**src/rtl/status_cond_unit.sv**
```systemverilog
// Architectural {N,Z,C,V} status register plus ARM condition-code check for the ID stage.
// Resolves the flag RAW hazard by EXE-flag forwarding (BYPASS=1) or a one-cycle ID stall (BYPASS=0).
module status_cond_unit #(
    parameter bit          BYPASS = 1'b1,
    parameter int unsigned CNT_W  = 16
) (
    input  logic             clk,
    input  logic             rst,
    input  logic [3:0]       status_in,
    input  logic             s_update,
    input  logic             id_valid,
    input  logic [3:0]       cond,
    input  logic             flush,
    output logic [3:0]       status_out,
    output logic             cond_pass,
    output logic             stall,
    output logic [CNT_W-1:0] fail_count
);

    logic [3:0]       statusQ;
    logic [CNT_W-1:0] failCntQ, failCntD;
    logic [3:0]       flags;
    logic             stallInt;
    logic             issue;
    logic             truth;

    function automatic logic condTrue(input logic [3:0] c, input logic [3:0] f);
        logic n, z, cy, v;
        n  = f[3];
        z  = f[2];
        cy = f[1];
        v  = f[0];
        case (c)
            4'b0000: condTrue = z;
            4'b0001: condTrue = ~z;
            4'b0010: condTrue = cy;
            4'b0011: condTrue = ~cy;
            4'b0100: condTrue = n;
            4'b0101: condTrue = ~n;
            4'b0110: condTrue = v;
            4'b0111: condTrue = ~v;
            4'b1000: condTrue = cy & ~z;
            4'b1001: condTrue = ~cy | z;
            4'b1010: condTrue = (n == v);
            4'b1011: condTrue = (n != v);
            4'b1100: condTrue = ~z & (n == v);
            4'b1101: condTrue = z | (n != v);
            4'b1110: condTrue = 1'b1;
            default: condTrue = 1'b0;
        endcase
    endfunction

    generate
        if (BYPASS) begin : gBypass
            // Forward the flags being committed this cycle so the ID check never waits.
            assign flags    = s_update ? status_in : statusQ;
            assign stallInt = 1'b0;
        end else begin : gStall
            typedef enum logic [0:0] {StCheck, StWait} stateE;
            stateE stateQ, stateD;
            logic  hazard;

            // AL never depends on the flags, so it cannot hazard.
            assign hazard = id_valid & s_update & (cond != 4'b1110);
            assign flags  = statusQ;

            always_ff @(posedge clk or posedge rst) begin
                if (rst) begin
                    stateQ <= StCheck;
                end else begin
                    stateQ <= stateD;
                end
            end

            // WAIT never stalls, so a second s_update while held cannot extend the stall.
            always_comb begin
                stateD   = StCheck;
                stallInt = 1'b0;
                unique case (stateQ)
                    StCheck: begin
                        stallInt = hazard & ~flush & ~rst;
                        if (stallInt) begin
                            stateD = StWait;
                        end
                    end
                    StWait:  stateD = StCheck;
                    default: stateD = StCheck;
                endcase
            end
        end
    endgenerate

    assign truth = condTrue(cond, flags);
    assign issue = id_valid & ~stallInt & ~flush;

    always_comb begin
        failCntD = failCntQ;
        if (issue && !truth && (failCntQ != {CNT_W{1'b1}})) begin
            failCntD = failCntQ + {{(CNT_W-1){1'b0}}, 1'b1};
        end
    end

    always_ff @(posedge clk or posedge rst) begin
        if (rst) begin
            statusQ  <= 4'b0000;
            failCntQ <= '0;
        end else begin
            if (s_update) begin
                statusQ <= status_in;
            end
            failCntQ <= failCntD;
        end
    end

    assign status_out = statusQ;
    assign cond_pass  = issue & truth;
    assign stall      = stallInt;
    assign fail_count = failCntQ;

endmodule

```
**config.mk**
```make
export PLATFORM = sky130hd
export DESIGN_NAME = status_cond_unit
export DESIGN_NICKNAME = d
export VERILOG_FILES = /design/src/rtl/status_cond_unit.sv
export SDC_FILE = /design/constraint.sdc
export NUM_CORES = 1
export LEC_CHECK = 0
export BUFFER_PORTS_ARGS = -buffer_cell sky130_fd_sc_hd__buf_2
export CORE_AREA = 2 2 56 58
export DETAILED_ROUTE_END_ITERATION = 16
export DIE_AREA = 0 0 58 60
export GPL_ROUTABILITY_DRIVEN = 1
export PLACE_DENSITY_LB_ADDON = 0.05
export SLEW_MARGIN = 20
export SYNTH_ARGS = -nofsm -noshare
export SYNTH_HDL_FRONTEND = slang
export SYNTH_SLANG_ARGS = --single-unit
```
**constraint.sdc**
```tcl
create_clock -name clk -period 1.8 [get_ports clk]
set_input_delay 0.27 -clock clk [delete_from_list [all_inputs] [get_ports clk]]
set_output_delay 0.27 -clock clk [all_outputs]
set_load 0.01 [all_outputs]
```
==> reports/qor.csv <==
stage,metric,value,unit
run_status,outcome,finished with violations,
run_status,violations,negative setup slack,
timing,setup_slack,-442.9,ps
placed_design,dp_hpwl,2.457,mm
yosys,yosys_warnings,0,
timing,clock_skew,9.843,ps
floorplan,core_area,0.002903,mm²
floorplan,die_h,60,µm
job,drv_cap,0,
worst_setup_path,crit_path_start_kind,flip-flop,
yosys,async_reset_ff_frac,1.000,
route,antenna_left,0,
global_route,grt_max_degree,21,
floorplan,die_w,58,µm
clock_network,cts.sinks,20,
route,dr.first_iter.drc_count,46,
placed_design,gp_congestion,0.8796,
clock_network,cts-root-buf,clkbuf_4,
global_route,grt_use_total,0.2088,
timing,grt_setup_unrepaired,yes,
worst_setup_path,worstRegToRegCells,9,
worst_setup_path,worst_ep_required_time,1530,ps
yosys,synth_seq_area_share,0.3906,
finish,final_util,0.6582,
worst_setup_path,path_max_fanout,3,
route,first_pass_iters,4,
power_and_ir_drop,power.density,725.1,mW/mm²
route,vias,1221,
timing,whs,246.0,ps
finish,layoutNonFillerInstCount,230,
min_path,worstHoldPathType,in -> reg,
worst_setup_path,r2r-start,status_out[3]$_DFF_PP0_,
worst_setup_path,startpoint,status_out[1]$_DFF_PP0_,
yosys,synth.avg_cell_area,10.25,µm²
yosys,synth_nets,139,
placed_design,place_area,0.001730,mm²
timing,min_period_over_period,1.246,
worst_setup_path,crit_end,cond_pass,
floorplan,start_util,0.4414,
route,routed_via_density,5.309,
timing,min_period,2243,ps
finish,final_cell_area,0.001911,mm²
worst_setup_path,crit_chain,"mux2_4, a311oi_4, a31oi_4, a21o_1, o31a_1, buf_2",
worst_setup_path,critical-path-slowest-cell,dfrtp_1,
global_route,overflow,0,
finish,areaGrowthSynthToFinish,49.12,%
worst_setup_path,reg2reg_setup_slack,-300,ps
timing,slew_violations,0,
timing,hold_viol,0,
power_and_ir_drop,intPower,926.2,µW
worst_setup_path,end_kind,output pin,
power_and_ir_drop,clkPwrFrac,0.194,
worst_setup_path,slowest_delay,410,ps
clock_network,cts_buffer_depth,2,
timing,timing.fmax,445.8,MHz
finish,antenna_cells,0,
power_and_ir_drop,power,1.385,mW
global_route,grt_antenna_before_repair,0,
clock_network,cts_buffers,3,
global_route,grt_pass1_wl,5.513,mm
yosys,syn-cell-area,0.001281,mm²
floorplan,fp.dieArea,0.003480,mm²
yosys,ys.flop_type,dfrtp_1,
route,post_drt_wl_per_cell,14.35,µm
clock_network,path_clk_slew,120,ps
finish,final_nets,212,
yosys,synth_seq_cells,20,
clock_network,insertion_delay,310,ps
finish,drive_above_1_share,0.5228,
worst_setup_path,cp.arrival,1970,ps
worst_setup_path,reg2reg_to,fail_count[12]$_DFFE_PP0P_,
clock_network,htree_num_levels,1,
placed_design,io_buffers,33,
global_route,grt_pass1_vias,1221,
timing,fin_tns_setup,-3421,ps
yosys,synth-edff-count,0,
yosys,syn_inst,125,
clock_network,tritoncts,done,
route,drcViolationCount,0,
floorplan,io_pins,35,
placed_design,post-place-ws,-355.7,ps
worst_setup_path,crit_type,reg -> out,
power_and_ir_drop,p_leak,0.9250,nW
power_and_ir_drop,swShare,0.3314,
power_and_ir_drop,ir_worst_vdd,0.0008777,V
power_and_ir_drop,power.switching,459.1,µW
power_and_ir_drop,pwr-share-comb,0.398,
yosys,ys_types,41,
power_and_ir_drop,pwr-share-seq,0.407,
floorplan,rows,20,
timing,setup_viol,16,
placed_design,placed_cells,221,
route,routed_wl,3.301,mm
-- cells in the mapped netlist, types with 2 or more instances --
master / instances / share of area
nor2_1: 4 / 0.012
mux2_2: 3 / 0.026
and2b_2: 3 / 0.021
xor2_1: 5 / 0.034
nand2_1: 9 / 0.026
inv_1: 4 / 0.012
a21oi_1: 2 / 0.0078
buf_4: 2 / 0.012
o211ai_1: 3 / 0.018
and3_1: 5 / 0.024
nand3_1: 10 / 0.039
nor3_1: 5 / 0.020
nor4_1: 2 / 0.0098
nand4_1: 10 / 0.049
xnor2_1: 13 / 0.089
dfrtp_1: 20 / 0.39
-- power groups by stage --
| stage | Clock (mW) | Sequential [mW] | Combinational [mW] |
|---|---|---|---|
| floorplan | 0 | 0.615 | 0.201 |
| global placement | 0 | 0.570 | 0.477 |
| detailed placement | 0 | 0.574 | 0.484 |
| CTS | 0.278 | 0.563 | 0.546 |
| global route | 0.296 | 0.575 | 0.595 |
| finish | 0.269 | 0.564 | 0.552 |
-- cell usage in the layout (no fill, tap or decap), types with 2 or more instances in the layout --
cell type / n
nand2_1: 9
dfrtp_1: 20
inv_1: 4
nor2_1: 4
and2_4: 2
buf_6: 4
and2b_2: 3
xor2_1: 5
nor3_1: 3
nand3_1: 7
buf_4: 35
mux2_4: 4
buf_2: 33
o211ai_1: 3
and3_1: 4
nand3_2: 3
nor4_4: 2
nand4_1: 10
xnor2_1: 13
clkbuf_4: 3
-- sequential cells by signal, indices dropped and copies added, names as in the netlist --
register,count
fail_count,16
status_out,4
-- worst min path at each step --
stage / start / end / cells past startpoint
floorplan: rst / fail_count[0]$_DFFE_PP0P_ / 1
global placement: rst / status_out[3]$_DFF_PP0_ / 3
detailed placement: rst / status_out[3]$_DFF_PP0_ / 3
CTS: status_in[0] / status_out[0]$_DFF_PP0_ / 2
global route: status_in[0] / status_out[0]$_DFF_PP0_ / 2
finish: status_in[0] / status_out[0]$_DFF_PP0_ / 2
-- per-layer routing --
| metal | track usage | vias up | wire length (µm) |
|---|---|---|---|
| li1 | - | 595 | - |
| met1 | 0.2605 | 597 | 1456 |
| met2 | 0.3750 | 27 | 1696 |
| met3 | 0.02597 | 2 | 130 |
| met4 | 0.06645 | 0 | 19 |
| met5 | 0 | - | 0 |
-- repair_timing --
| item | CTS | global route |
|---|---|---|
| endpoints found under the setup margin | 17 | 17 |
| hold endpoints to repair | 20 | 0 |
| hold buffers | 1 | 0 |
| buffers inserted | 6 | 0 |
| pin swaps | 10 | 16 |
| resized for setup | 14 | 5 |
-- worst max-delay path, delay by kind of cell (launching register included) --
family / cells / cell delay, ps
muxes: 1 / 320
AOI/OAI and AO/OA: 4 / 810
buffers and inverters: 1 / 140
DFF: 1 / 410
-- logic make-up after synthesis --
logic type / Yosys count / synth area share
AO/OA/AOI/OAI: 13 / 0.1074
XOR/XNOR: 18 / 0.1230
adder cells (fa/ha/maj): 1 / 0.009764
buffers and inverters: 9 / 0.04686
flip-flops: 20 / 0.3906
multiplexers: 7 / 0.07226
other: 1 / 0.002927
AND/OR/NAND/NOR: 56 / 0.2471
-- layout make-up --
| class | instances | area (µm²) |
|---|---|---|
| Multi-Input combinational cell | 96 | 834.6 |
| Clock buffer | 4 | 36.28 |
| Timing Repair Buffer | 73 | 483.0 |
| Fill cell | 252 | 992.2 |
| Tap cell | 33 | 41.29 |
| Sequential cell | 20 | 500.5 |
| Inverter | 4 | 15.01 |
Note: power is estimated with default switching activity, not from simulation.
